==> src/rtl/pc_redirect_arbiter_if.sv <==
// Purpose: bundles the redirect request, IF0 handshake and perf read-back signals of the PC redirect arbiter.
// Latency: none, this is only wiring.
// Backpressure: if0_allowin is the single backpressure input, driven by IF0 on the master side.
// Ports: req_*/pc_* are the redirect requests and targets; if0_allowin is the IF0 ready signal;
//        set_pc_o/pc_o/src_o/flush_o/align_o are the redirect outputs; perf_sel/perf_cnt_o read the counters.
interface pc_redirect_arbiter_if #(
    parameter int PC_W = 32
);
    logic            req_wb;
    logic            req_ex;
    logic            req_id;
    logic            req_priv;
    logic [PC_W-1:0] pc_wb;
    logic [PC_W-1:0] pc_ex;
    logic [PC_W-1:0] pc_id;
    logic [PC_W-1:0] pc_priv;
    logic            if0_allowin;
    logic            set_pc_o;
    logic [PC_W-1:0] pc_o;
    logic [1:0]      src_o;
    logic            flush_o;
    logic            align_o;
    logic [2:0]      perf_sel;
    logic [31:0]     perf_cnt_o;

    // Pipeline side: raises redirects, reports IF0 readiness and reads counters.
    modport master (
        output req_wb, req_ex, req_id, req_priv,
        output pc_wb, pc_ex, pc_id, pc_priv,
        output if0_allowin, perf_sel,
        input  set_pc_o, pc_o, src_o, flush_o, align_o, perf_cnt_o
    );

    // Arbiter side.
    modport slave (
        input  req_wb, req_ex, req_id, req_priv,
        input  pc_wb, pc_ex, pc_id, pc_priv,
        input  if0_allowin, perf_sel,
        output set_pc_o, pc_o, src_o, flush_o, align_o, perf_cnt_o
    );
endinterface

==> src/rtl/pc_redirect_arbiter.sv <==
// Purpose: fixed-priority (WB > EX > ID > PRIV) arbiter that sequences PC redirects into IF0.
// Latency: a request sampled at edge N gives flush_o in cycle N+1, and set_pc_o as soon as if0_allowin=1.
// Backpressure: holds the pending target while if0_allowin=0; only an equal or higher priority request replaces it.
// Ports: clk, rstn (async active-low) and the io bundle (slave modport of pc_redirect_arbiter_if).
// Optional feature: define REDIRECT_PERF_EN to build the 32-bit performance counters; otherwise
// perf_cnt_o is tied to 0.
module pc_redirect_arbiter #(
    parameter int PC_W = 32
) (
    input  logic                  clk,
    input  logic                  rstn,
    pc_redirect_arbiter_if.slave  io
);

    typedef enum logic [1:0] {
        IDLE  = 2'd0,
        PEND  = 2'd1,
        ALIGN = 2'd2
    } state_t;

    state_t          state;
    logic [PC_W-1:0] pc_q;
    logic [1:0]      src_q;

    logic            any_req;
    logic [1:0]      win_src;
    logic [PC_W-1:0] win_pc;
    logic            take;
    logic            consume;

    // The source code doubles as the priority level, so replacement is a plain compare.
    always_comb begin
        any_req = io.req_wb | io.req_ex | io.req_id | io.req_priv;
        win_src = 2'd0;
        win_pc  = io.pc_priv;
        if (io.req_wb) begin
            win_src = 2'd3;
            win_pc  = io.pc_wb;
        end else if (io.req_ex) begin
            win_src = 2'd2;
            win_pc  = io.pc_ex;
        end else if (io.req_id) begin
            win_src = 2'd1;
            win_pc  = io.pc_id;
        end
    end

    // A stalled pending redirect can only be displaced by an equal or higher priority source;
    // once IF0 consumes it any new winner is captured unconditionally.
    assign consume = (state == PEND) & io.if0_allowin;
    assign take    = any_req & ((state != PEND) | io.if0_allowin | (win_src >= src_q));

    always_ff @(posedge clk or negedge rstn) begin
        if (!rstn) begin
            state <= IDLE;
            pc_q  <= '0;
            src_q <= 2'd0;
        end else begin
            if (take) begin
                pc_q  <= win_pc;
                src_q <= win_src;
            end
            case (state)
                IDLE: begin
                    if (any_req) state <= PEND;
                end
                PEND: begin
                    if (io.if0_allowin) begin
                        if (any_req)    state <= PEND;
                        else if (pc_q[2]) state <= ALIGN;
                        else            state <= IDLE;
                    end
                end
                ALIGN: begin
                    if (any_req)             state <= PEND;
                    else if (io.if0_allowin) state <= IDLE;
                end
                default: state <= IDLE;
            endcase
        end
    end

    assign io.set_pc_o = consume;
    assign io.flush_o  = (state == PEND);
    assign io.align_o  = (state == ALIGN);
    assign io.pc_o     = pc_q;
    assign io.src_o    = src_q;

`ifdef REDIRECT_PERF_EN
    // cnt[0..3]: consumed redirects per source, cnt[4]: stalled PEND cycles, cnt[5]: dropped requests.
    logic [31:0] cnt [0:5];
    logic [31:0] perf_q;
    logic [2:0]  n_req;
    logic [2:0]  n_drop;

    assign n_req  = {2'b0, io.req_wb} + {2'b0, io.req_ex} + {2'b0, io.req_id} + {2'b0, io.req_priv};
    assign n_drop = n_req - {2'b0, take};

    always_ff @(posedge clk or negedge rstn) begin
        if (!rstn) begin
            for (int i = 0; i < 6; i++) cnt[i] <= '0;
            perf_q <= '0;
        end else begin
            if (io.perf_sel < 3'd6) perf_q <= cnt[io.perf_sel];
            else                    perf_q <= '0;
            if (consume)                         cnt[3'(src_q)] <= cnt[3'(src_q)] + 32'd1;
            if ((state == PEND) && !io.if0_allowin) cnt[4] <= cnt[4] + 32'd1;
            cnt[5] <= cnt[5] + {29'b0, n_drop};
        end
    end

    assign io.perf_cnt_o = perf_q;
`else
    logic unused_perf_sel;
    assign unused_perf_sel = ^io.perf_sel;
    assign io.perf_cnt_o   = 32'd0;
`endif

endmodule
==> src/flat_wrapper.sv <==
// flat-port wrapper written by rule: the top's interface ports become plain ports
module pc_redirect_arbiter_flat 
#(
    parameter int PC_W = 32
)
  (clk, rstn, io_req_wb, io_req_ex, io_req_id, io_req_priv, io_pc_wb, io_pc_ex, io_pc_id, io_pc_priv, io_if0_allowin, io_perf_sel, io_set_pc_o, io_pc_o, io_src_o, io_flush_o, io_align_o, io_perf_cnt_o);
  pc_redirect_arbiter_if #(.PC_W(PC_W)) io_i ();
  input  logic clk;
  input  logic rstn;
  input wire logic [$bits(io_i.req_wb)-1:0] io_req_wb;
  input wire logic [$bits(io_i.req_ex)-1:0] io_req_ex;
  input wire logic [$bits(io_i.req_id)-1:0] io_req_id;
  input wire logic [$bits(io_i.req_priv)-1:0] io_req_priv;
  input wire logic [$bits(io_i.pc_wb)-1:0] io_pc_wb;
  input wire logic [$bits(io_i.pc_ex)-1:0] io_pc_ex;
  input wire logic [$bits(io_i.pc_id)-1:0] io_pc_id;
  input wire logic [$bits(io_i.pc_priv)-1:0] io_pc_priv;
  input wire logic [$bits(io_i.if0_allowin)-1:0] io_if0_allowin;
  input wire logic [$bits(io_i.perf_sel)-1:0] io_perf_sel;
  output wire logic [$bits(io_i.set_pc_o)-1:0] io_set_pc_o;
  output wire logic [$bits(io_i.pc_o)-1:0] io_pc_o;
  output wire logic [$bits(io_i.src_o)-1:0] io_src_o;
  output wire logic [$bits(io_i.flush_o)-1:0] io_flush_o;
  output wire logic [$bits(io_i.align_o)-1:0] io_align_o;
  output wire logic [$bits(io_i.perf_cnt_o)-1:0] io_perf_cnt_o;
  assign io_i.req_wb = io_req_wb;
  assign io_i.req_ex = io_req_ex;
  assign io_i.req_id = io_req_id;
  assign io_i.req_priv = io_req_priv;
  assign io_i.pc_wb = io_pc_wb;
  assign io_i.pc_ex = io_pc_ex;
  assign io_i.pc_id = io_pc_id;
  assign io_i.pc_priv = io_pc_priv;
  assign io_i.if0_allowin = io_if0_allowin;
  assign io_i.perf_sel = io_perf_sel;
  assign io_set_pc_o = io_i.set_pc_o;
  assign io_pc_o = io_i.pc_o;
  assign io_src_o = io_i.src_o;
  assign io_flush_o = io_i.flush_o;
  assign io_align_o = io_i.align_o;
  assign io_perf_cnt_o = io_i.perf_cnt_o;
  pc_redirect_arbiter #(.PC_W(PC_W)) u_core (.clk(clk), .rstn(rstn), .io(io_i));
endmodule
==> config.mk <==
export PLATFORM = sky130hd
export DESIGN_NAME = pc_redirect_arbiter_flat
export DESIGN_NICKNAME = d
export VERILOG_FILES = /design/src/rtl/pc_redirect_arbiter_if.sv /design/src/rtl/pc_redirect_arbiter.sv /design/src/flat_wrapper.sv
export SDC_FILE = /design/constraint.sdc
export NUM_CORES = 1
export LEC_CHECK = 0
export ABC_AREA = 0
export CAP_MARGIN = 30
export CORE_MARGIN = 8
export CORE_UTILIZATION = 37
export CTS_CLUSTER_DIAMETER = 80
export DETAILED_ROUTE_END_ITERATION = 6
export GPL_ROUTABILITY_DRIVEN = 0
export PLACE_DENSITY = 0.86
export SKIP_LAST_GASP = 1
export SYNTH_ARGS = -nofsm -noshare
export SYNTH_HDL_FRONTEND = slang
export SYNTH_SLANG_ARGS = --single-unit
==> constraint.sdc <==
create_clock -name clk -period 5.4 [get_ports clk]
set_input_delay 1.08 -clock clk [delete_from_list [all_inputs] [get_ports clk]]
set_output_delay 1.08 -clock clk [all_outputs]
set_load 0.02 [all_outputs]
---- Word-level counts from Yosys, hierarchy flattened ----
Cells that the tools add are included.
storage, ports and cells
  ROM bits ................................ 0
  latch bits .............................. 0
  register bits ........................... 36
  memories ................................ 0
  bits of input ports ..................... 138
  bits in writable memories ............... 0
cells by class
  shift operators ......................... 0
  divide/modulo/power cells ............... 0
  muxes and demuxes ....................... 13
  add/sub/neg operators ................... 0
  order comparisons ....................... 1
  multiply operators ...................... 0
  equal/unequal tests ..................... 6
  reductions and logical operators ........ 2
  bitwise gates (word level) .............. 7
operators with widths
  operator                                                                number
  32-bit two-way mux                                                      3
  2-bit two-way mux                                                       8
  2-bit case mux with 3 select lines                                      1
  1-bit OR                                                                5
  2-bit by 1-bit != test with 1-bit output (second input constant)        2
  3-bit by 2-bit != test with 1-bit output (second input constant)        1
  3-bit AND reduction                                                     1
  1-bit bitwise AND                                                       2
  2-bit by 1-bit equality test with 1-bit output (second input constant)  1
  2-bit equality test (second input constant)                             1
  2-bit greater-or-equal comparator                                       1
  2-bit zero test                                                         1
  2-bit != test (second input constant)                                   1
  1-bit two-way mux                                                       1

---- Logic depth before layout (Yosys ltp) ----
Gate-level depths: netlist (run 1).
  depth after elaboration ................. 6
  depth in mapped cells ................... 10
  mapped depth without buffers ............ 7

---- Worst setup path after synthesis (run 1) ----
Ideal clock, no wire load.
  kind .................................... input-to-reg
  start point ............................. in io_req_wb
  end point ............................... reg u_core.pc_q[10] (netlist: u_core.io.pc_o[10])
  stages on the path ...................... 10
  path slack .............................. 2.259 ns
  setup time .............................. 0.125 ns
  arrival time ............................ 3.016 ns
  buffers on the path ..................... 3
  cells stage by stage .................... buf_2 -> nor2_1 -> inv_2 -> clkbuf_1 -> ha_1 -> or4b_4 -> a21oi_4 -> nor2_4 -> buf_12 -> mux2_4
on the way
  longest elaborated chain between the ends .. 4
  elaborated cells between the ends (all ways) .. 8
ends and longest elaborated chain
  element                            line                       RTL
  start: declaration                 flat_wrapper.sv:10         input wire logic [$bits(io_i.req_wb)-1:0] io_req_wb;
  2-bit two-way mux                  pc_redirect_arbiter.sv:36  if (io.req_wb) begin
  via u_core.win_src[1]              pc_redirect_arbiter.sv:26  logic [1:0] win_src;
  2-bit greater-or-equal comparator  pc_redirect_arbiter.sv:51  assign take = any_req & ((state != PEND) | io.if0_allowin | (win_src >= src_q));
  1-bit OR                           pc_redirect_arbiter.sv:51
  1-bit bitwise AND                  pc_redirect_arbiter.sv:51
  end signal: assignment             pc_redirect_arbiter.sv:60  pc_q <= win_pc;
  end: declaration                   pc_redirect_arbiter.sv:22  logic [PC_W-1:0] pc_q;
The timed path passes the listed nets, and every way through them passes these cells.
A chain may end at the register's enable or synchronous reset.

---- Final worst setup path (run 1) ----
  start point ............................. in io_req_wb
  end point ............................... reg u_core.pc_q[0] (netlist: u_core.io.pc_o[0])
on the way
  longest elaborated chain between the ends .. 4
  elaborated cells between the ends (all ways) .. 8
ends and longest elaborated chain
  element                                                        line
  2-bit two-way mux or 1-bit OR (tied branches)                  pc_redirect_arbiter.sv:36, pc_redirect_arbiter.sv:33
  2-bit greater-or-equal comparator or 1-bit OR (tied branches)  pc_redirect_arbiter.sv:51, pc_redirect_arbiter.sv:33
  1-bit OR, on equally long branches                             pc_redirect_arbiter.sv:51, pc_redirect_arbiter.sv:33
  1-bit bitwise AND                                              pc_redirect_arbiter.sv:51
Parallel ways exist; a longest one is shown, timed or not.

==> results of run 1 <==
## report_power, final
| group | switching (mW) | total [mW] | internal, mW |
|---|---|---|---|
| Sequential | 0.0309 | 0.353 | 0.322 |
| Clock | 0.0876 | 0.201 | 0.114 |
| Combinational | 0.218 | 0.501 | 0.283 |
## worst register-to-register path: cells and delay by family, from the launching register on
kind	cells	cell delay, ns
and+or+nand+nor	2	0.62
muxes	1	0.39
AOI/OAI and AO/OA	1	0.09
buffers and inverters	1	0.44
adders and majority gates	1	0.28
DFF	1	0.40
## area by class of cell
class | count | area [um2]
multi-input cells | 182 | 1490
flip-flops and latches | 36 | 901
well taps | 99 | 124
clock buffers | 7 | 96.3
inverters | 3 | 11.3
repair buffers | 175 | 1730
fillers | 592 | 2740
## cell usage after synthesis
cell / count / area (um2)
mux2_2: 3 / 33.8
conb_1: 1 / 3.75
nor3_4: 1 / 16.3
a31oi_1: 1 / 6.26
and2_1: 1 / 6.26
a21oi_1: 1 / 5.00
o221ai_1: 1 / 8.76
or4b_4: 1 / 13.8
nor2_4: 1 / 11.3
inv_2: 1 / 3.75
nand2b_1: 1 / 6.26
inv_1: 2 / 7.51
mux2i_1: 32 / 320
nand2_1: 2 / 7.51
nor2_1: 1 / 3.75
dfrtp_1: 36 / 901
buf_2: 4 / 20.0
o22ai_1: 1 / 6.26
nor2b_1: 4 / 25.0
a22oi_1: 32 / 240
ha_1: 2 / 25.0
mux2_4: 29 / 435
or2b_1: 1 / 7.51
a21oi_4: 1 / 16.3
o31ai_1: 1 / 7.51
buf_12: 3 / 60.1
clkbuf_1: 10 / 37.5
o21ai_0: 32 / 160
and2b_1: 1 / 7.51
buf_4: 32 / 240
## logic make-up (layout without fill, tap and decap cells)
kind of cell / count (synthesis) / in the layout / synth area share [%]
simple gates: 14 / 14 / 3.98
other cells: 1 / 32 / 0.142
fa+ha+maj: 2 / 2 / 0.946
flops: 36 / 36 / 34.1
compound gates: 70 / 70 / 17.0
buf+inv: 52 / 185 / 14.0
mux: 64 / 64 / 29.9
## state kept, by name, summed over array words and instances, names as in the netlist
signal           cells
u_core.io.pc_o      32
u_core.io.src_o      2
u_core.state         2
## metrics by stage
stage | hold slack, ns | worst slack (ns) | utilization, % | cell area (um2)
6_report | 0.508 | 1.61 | 61.4 | 4360
5_1_grt | 0.518 | 1.47 | 61.4 | 4360
4_1_cts | 0.512 | 1.60 | 61.4 | 4360
3_5_place_dp | 0.491 | 1.31 | 60.0 | 4260
3_3_place_gp | 0.493 | 1.35 | 60.0 | 4260
2_1_floorplan | 0.471 | 2.26 | - | 2760
## worst max path at each step
stage,to,slack [ns],cells past startpoint
6_report,u_core.io.pc_o[0]$_DFFE_PN0P_,1.61,9
5_1_grt,u_core.io.pc_o[0]$_DFFE_PN0P_,1.47,9
4_1_cts,u_core.io.pc_o[0]$_DFFE_PN0P_,1.60,9
3_5_place_dp,u_core.io.pc_o[0]$_DFFE_PN0P_,1.31,9
3_3_place_gp,u_core.io.pc_o[0]$_DFFE_PN0P_,1.35,9
2_1_floorplan,u_core.io.pc_o[10]$_DFFE_PN0P_,2.26,10
## layer usage
layer | up-vias | GRT usage (%) | part of all wire, %
li1 | 1141 | - | -
met1 | 1169 | 19.3 | 41
met2 | 135 | 30.4 | 50
met3 | 8 | 5.52 | 8.8
met4 | 0 | 3.49 | 0.95
met5 | - | 0 | 0
==> run summary, run 1 <==
Traced cell by cell, the critical path runs through clkdlybuf4s50_1 -> buf_4 -> a21oi_1 -> ha_1 -> nand2b_1 -> a21oi_4 -> nor2_4 -> buf_4 -> mux2_2. The hold violation total from the final report was 0. The top fanout value on the critical path came out at 35.

The run finished with clean final reports. The run gives 0 as the count of synthesis-stage warnings from yosys. The average size of a mapped cell works out to 11.1 um2. For the area enclosed by the die boundary, the log shows 10100 um2.

After the first detailed-routing iteration, the DRC count stood at 59. The clock root buffer master was clkbuf_8. The number of buffers inserted by hold repair at cts came out at 0. The run gives 0 as the total of max-cap violations. The startpoint identified for the worst register-to-register timing path is u_core.io.src_o[0]$_DFFE_PN0P_. Once detailed placement completed, the half-perimeter wirelength came to 7.18 mm. The routed design has 8.98 mm of wire.

Summed over all failing endpoints, the final setup total negative slack is 0 ns. The top cell types in the final layout, fill and taps aside, are clkdlybuf4s50_1, dfrtp_1. In this run the core area contains 31 standard-cell rows. The post-layout total power was 1.05 mW; the initial core utilization was 37.2%. The floorplan step defined a core boundary enclosing 7100 um2. The sequential fraction of the synthesis area came out at 34.1%.

The worst setup path is captured at a flop. The run gives 1.92 nW as the leakage power figure. The worst path arrival time is 3.95 ns. Across the routed clock network, the largest skew measured is 0.00255 ns. For the detailed-router iteration count before antenna repair, the log shows 4. Global routing used 17.0% of the available tracks. The worst register-to-register path has a depth of 6. The most numerous cell type found on the critical path is buf_4.

Quantity of I/O buffers inserted on ports: 171. The number of buffers and inverters on the critical path is 3, and the synthesized cell area is 2640 um2. For the worst-skew pair, the clock arrives at the later sink with an insertion delay of 0.28 ns.

The path class of the tightest hold or removal check is reg -> reg. In this run the tightest slew margin relative to its limit is 46.8%. The initial antenna violation count was 0; the die outline height was 101 um. After the last flow step, the layout net total stands at 543. The via count is 2453, and the count of cells along the worst hold path is 1. For the finished layout, the period the worst path requires is 3.79 ns. Across the VDD grid, the largest voltage drop is 0.111 mV. First-pass GRT wire length: 13.7 mm.

Dividing the detail-routed wire length by the instance count gives 17.9 um. The clock transition time at the flip-flop clock pins of the worst setup and hold paths is 0.07 ns. STA classifies the critical path startpoint as a primary input. The worst-path cell with the longest stage delay is clkdlybuf4s50_1. The antenna violation net count after detailed routing is 0. Entering global routing, the biggest net connects 37 pins. The worst register-to-register path has a setup slack of 3.09 ns. Clock tree synthesis inserted a total of 5 buffers.

The tools report the final cell count without fillers as 502. The share of post-route cells with drive strength above 1 came out at 12.7%. The longest clock path from root to sink contains 2 buffers. The final-report max-slew violation count is 0.

For the pin with the worst max-slew slack, the measured transition is 0.798 ns. TritonCTS built the clock tree. The tools report the worst min-delay path startpoint as u_core.io.pc_o[15]$_DFFE_PN0P_. In this run the critical register-to-register path is captured at u_core.io.pc_o[0]$_DFFE_PN0P_.

The floorplan step set the die width to 101 um. For the count of antenna diodes in the layout, the log shows 0. The logs give 0 for the global route total overflow and 5.57 ns for the data required time of the worst path.

After synthesis the netlist holds a flip-flop and latch count of 36. Setup violations remaining at the end of the flow were counted as 0. For the upper clock frequency limit, the log shows 264 MHz. The detail-routed via count per cell works out to 4.89.

The tools report the number of placed instances, taps included as 495. Synthesis produced 239 cells. The maximum single-stage delay on the critical path came out at 0.52 ns.

The logs give 2668 for the number of global-route vias before repair and 0 for the quantity of gates resized following cts. For the total setup buffers inserted after CTS, the log shows 0. The tools report the distinct cell type count of the synthesized netlist as 30. The library cell used most frequently in the layout, excluding fill and tap cells, is clkdlybuf4s50_1. In the routed design, unresolved DRC markers number 0. The worst hold path terminates at u_core.io.pc_o[15]$_DFFE_PN0P_.

Of the available clock period, the critical path in the final layout requires 70.1%. Setup repair after global routing left no endpoint under its margin. Clock tree synthesis found a total of 36 sinks. Power spread over the standard cell area amounts to 242 nW/um2. The setup path with the least slack is of type in -> reg. On the critical path the largest part of the delay comes from buffers and inverters.

From synthesis to final layout, the design area changed by 64.8%. The H-tree was split into 2 levels. During I/O placement, the number of pins put on the boundary was 207.

In this run the worst setup path begins at io_req_wb.
Note: power is estimated with default switching activity, not from simulation.
==> inputs of run 2 (changes only) <==
CORE_UTILIZATION = 34   (was 37)
PLACE_DENSITY = 0.8   (was 0.86)
clock period = 3.9 ns   (was 5.4 ns; I/O delays follow)
==> run 2 against run 1 <==
  * Sequential share of layout area decreased by 0.071 points
  * Sequential power increased by 39%
  * Non-clock buffer count increased by 2
  * Critical path type unchanged
  * Critical endpoint is now u_core.io.pc_o[15]$_DFFE_PN0P_
  * Largest power group unchanged
==> run summary, run 2 (same netlist as run 1, synthesis figures left out) <==
For the total of max-cap violations, the log shows 0 (unchanged). The worst min-delay path startpoint was u_core.io.pc_o[5]$_DFFE_PN0P_ (was u_core.io.pc_o[15]$_DFFE_PN0P_). The number of sinks handled by clock tree synthesis was 36 (unchanged); the final-report max-slew violation count was 0 (unchanged). Crit path cell chain: clkdlybuf4s50_1 -> nor2_1 -> inv_2 -> buf_4 -> nor3_4 -> nor2_4 -> buf_4 -> mux2_4 (was clkdlybuf4s50_1 -> buf_4 -> a21oi_1 -> ha_1 -> nand2b_1 -> a21oi_4 -> nor2_4 -> buf_4 -> mux2_2). The count of boundary I/O pins is 207 (unchanged). The detailed router's first-iteration violation count was 82 (was 59); the antenna violation net count after detailed routing was 0 (unchanged).

First-pass GRT wire length: 14.5 mm (was 13.7 mm). TritonCTS built the clock tree. The initial core utilization was 34.6% (was 37.2%); the overall track demand over capacity in global routing was 16.4% (was 17.0%).

The number of flip-flops under the largest register name was 32 (unchanged); the final clock skew was 0.00364 ns (was 0.00255 ns). For the final routed DRC violation total, the log shows 0 (unchanged). Top fanout value on the critical path: 33 (was 35). The run gives 5 (was 4) as the detailed-router iteration count before antenna repair. The average wire per cell in the routed design was 17.9 um (about the same). The clock root buffer master is clkbuf_8 (unchanged).

The least setup slack across all paths after layout is 0.589 ns (was 1.61 ns), and the maximum single-stage delay on the critical path is 0.73 ns (was 0.52 ns). Final sum of negative setup slack: 0 ns (unchanged). Timing would allow up to 302 MHz. The tools report the number of buffers added by the clock tree synthesis step as 5 (unchanged). The tools report the endpoint kind of the worst setup timing path as a flop (unchanged). The share of post-route cells with drive strength above 1 is 13.3% (was 12.7%), and the total setup buffers inserted after CTS is 0 (unchanged). The number of buffers inserted by hold repair at cts is 0 (unchanged), and the layout overhead on the synthesized area is 65.4% (was 64.8%). Count of cells along the worst hold path: 1 (unchanged). The flow ran to the end, and the final reports show no timing, DRC or antenna violations. Setup repair after global routing left no endpoint under its margin.

Die extent in x: 104 um (was 101 um). The data required time of the worst path came out at 4.07 ns (was 5.57 ns). The run gives 46.7% (was 46.8%) as the headroom to the max-slew limit. The worst-path cell with the longest stage delay was clkdlybuf4s50_1 (unchanged).

Destination of the worst hold path: u_core.io.pc_o[5]$_DFFE_PN0P_ (was u_core.io.pc_o[15]$_DFFE_PN0P_). The worst hold margin is 0.510 ns (was 0.508 ns), and the internal reg-to-reg setup slack is 1.58 ns (was 3.09 ns). Worst-case reg-to-reg path depth: 6 (unchanged). The area inside the core boundary was 7650 um2 (was 7100 um2). For the via count, the log shows 2401 (was 2453). The run gives 0 (unchanged) as the total of endpoints with negative setup slack in the final report. The worst path uses 84.9% of the clock period. The maximum number of pins on one net before global-route repair was 37 (unchanged); the hold violation total from the final report was 0 (unchanged). The sum of net half-perimeters after detailed placement is 7.28 mm (was 7.18 mm). The power density over cell area was 333 nW/um2 (was 242 nW/um2). The launching point of the worst reg2reg path is u_core.io.src_o[0]$_DFFE_PN0P_ (unchanged). The run gives 57.2% (was 61.4%) as the utilization after layout. The measured slew at the worst slew-check pin was 0.799 ns (was 0.798 ns); the final-stage net count was 545 (was 543). The clock insertion delay at the later pin of the skew report is 0.28 ns (about the same). The run gives 0 (unchanged) as the quantity of gates resized following cts. The worst min-delay path category was reg -> reg (unchanged). For the post-layout total power, the log shows 1.46 mW (was 1.05 mW). The detail-routed via count per cell was 4.73 (was 4.89).

Category of the critical setup timing path: in -> reg (unchanged). The most used cell along the critical path was buf_4 (unchanged). The run gives 32 (was 31) as the number of core rows. Most used cells in the layout excluding fill and tap cells: clkdlybuf4s50_1, dfrtp_1 (unchanged). Counting I/O delays and the setup requirement, the final critical path takes 3.31 ns. The clock transition time at the flip-flop clock pins of the worst setup and hold paths is 0.07 ns (about the same). The count of H-tree levels built during CTS is 2 (unchanged), and the quantity of I/O buffers inserted on ports is 171 (unchanged). The tools report the kind of start point of the critical path as a primary input (unchanged). The initial antenna violation count is 0 (unchanged).

Leading cell type in the layout, fill and taps excluded: clkdlybuf4s50_1 (unchanged). The reg-to-reg critical path endpoint was u_core.io.pc_o[15]$_DFFE_PN0P_ (was u_core.io.pc_o[0]$_DFFE_PN0P_). The run gives 2780 (was 2668) as the number of global-route vias before repair. The post-detailed-routing wire length came out at 9.11 mm (was 8.98 mm). The logs give 0.165 mV (was 0.111 mV) for the worst voltage drop across the vdd grid and 1.93 nW (was 1.92 nW) for the leakage power figure.

Area enclosed by the die boundary: 10900 um2 (was 10100 um2). The run gives 0.248 ns (was 1.31 ns) as the worst setup slack before clock tree synthesis. The die outline height came out at 104 um (was 101 um). The logs give 0 (unchanged) for the count of antenna diodes in the layout and 2 (unchanged) for the maximum buffer depth of the clock tree. For the global route total overflow, the log shows 0 (unchanged).

For the worst path arrival time, the log shows 3.48 ns (was 3.95 ns).
-- run 2: changes by cell type in the layout (fill, tap and decap cells not counted) --
cell,previous run,this run
clkbuf_8,7,6
clkinv_2,0,2
buf_4,4,6
-- run 2: area by class of cell --
class | count | area (um2)
Fill cell | 676 | 3280
Clock inverter | 2 | 10.0
Inverter | 3 | 11.3
Tap cell | 102 | 128
Clock buffer | 6 | 82.6
Sequential cell | 36 | 901
Timing Repair Buffer | 177 | 1750
Multi-Input combinational cell | 182 | 1490
-- run 2: power breakdown --
| part | internal (mW) | switching (mW) |
|---|---|---|
| sequential | 0.446 | 0.0437 |
| clock | 0.141 | 0.131 |
| combinational | 0.394 | 0.301 |
| total | 0.980 | 0.476 |
-- run 2: worst max path at each step --
stage,from,endpoint,slack (ns),cells past startpoint
floorplan,io_req_wb,u_core.io.pc_o[10]$_DFFE_PN0P_,1.06,10
global placement,io_req_wb,u_core.io.pc_o[20]$_DFFE_PN0P_,0.30,8
detailed placement,io_req_wb,u_core.io.pc_o[27]$_DFFE_PN0P_,0.25,8
CTS,io_req_wb,u_core.io.pc_o[27]$_DFFE_PN0P_,0.56,8
global route,io_req_wb,u_core.io.pc_o[24]$_DFFE_PN0P_,0.45,8
finish,io_req_wb,u_core.io.pc_o[15]$_DFFE_PN0P_,0.59,8
-- run 2: routing by layer --
| metal | up-vias | global-route usage (%) | routed length [um] |
|---|---|---|---|
| li1 | 1147 | - | - |
| met1 | 1125 | 18.2 | 3680 |
| met5 | - | 0 | 0 |
| met3 | 6 | 6.51 | 752 |
| met4 | 0 | 3.21 | 65 |
| met2 | 123 | 29.0 | 4610 |
-- run 2: metrics by stage --
stage,instances,cell area [um2]
after floorplan,270,2760
after global placement,500,4280
after detailed placement,500,4280
after CTS,508,4370
after global routing,508,4370
final,508,4370
-- run 2: worst max-delay path, delay by kind of cell --
kind	cells	cell delay [ns]
buffers and inverters	4	1.55
multiplexers	1	0.33
AND/OR/NAND/NOR	3	0.79
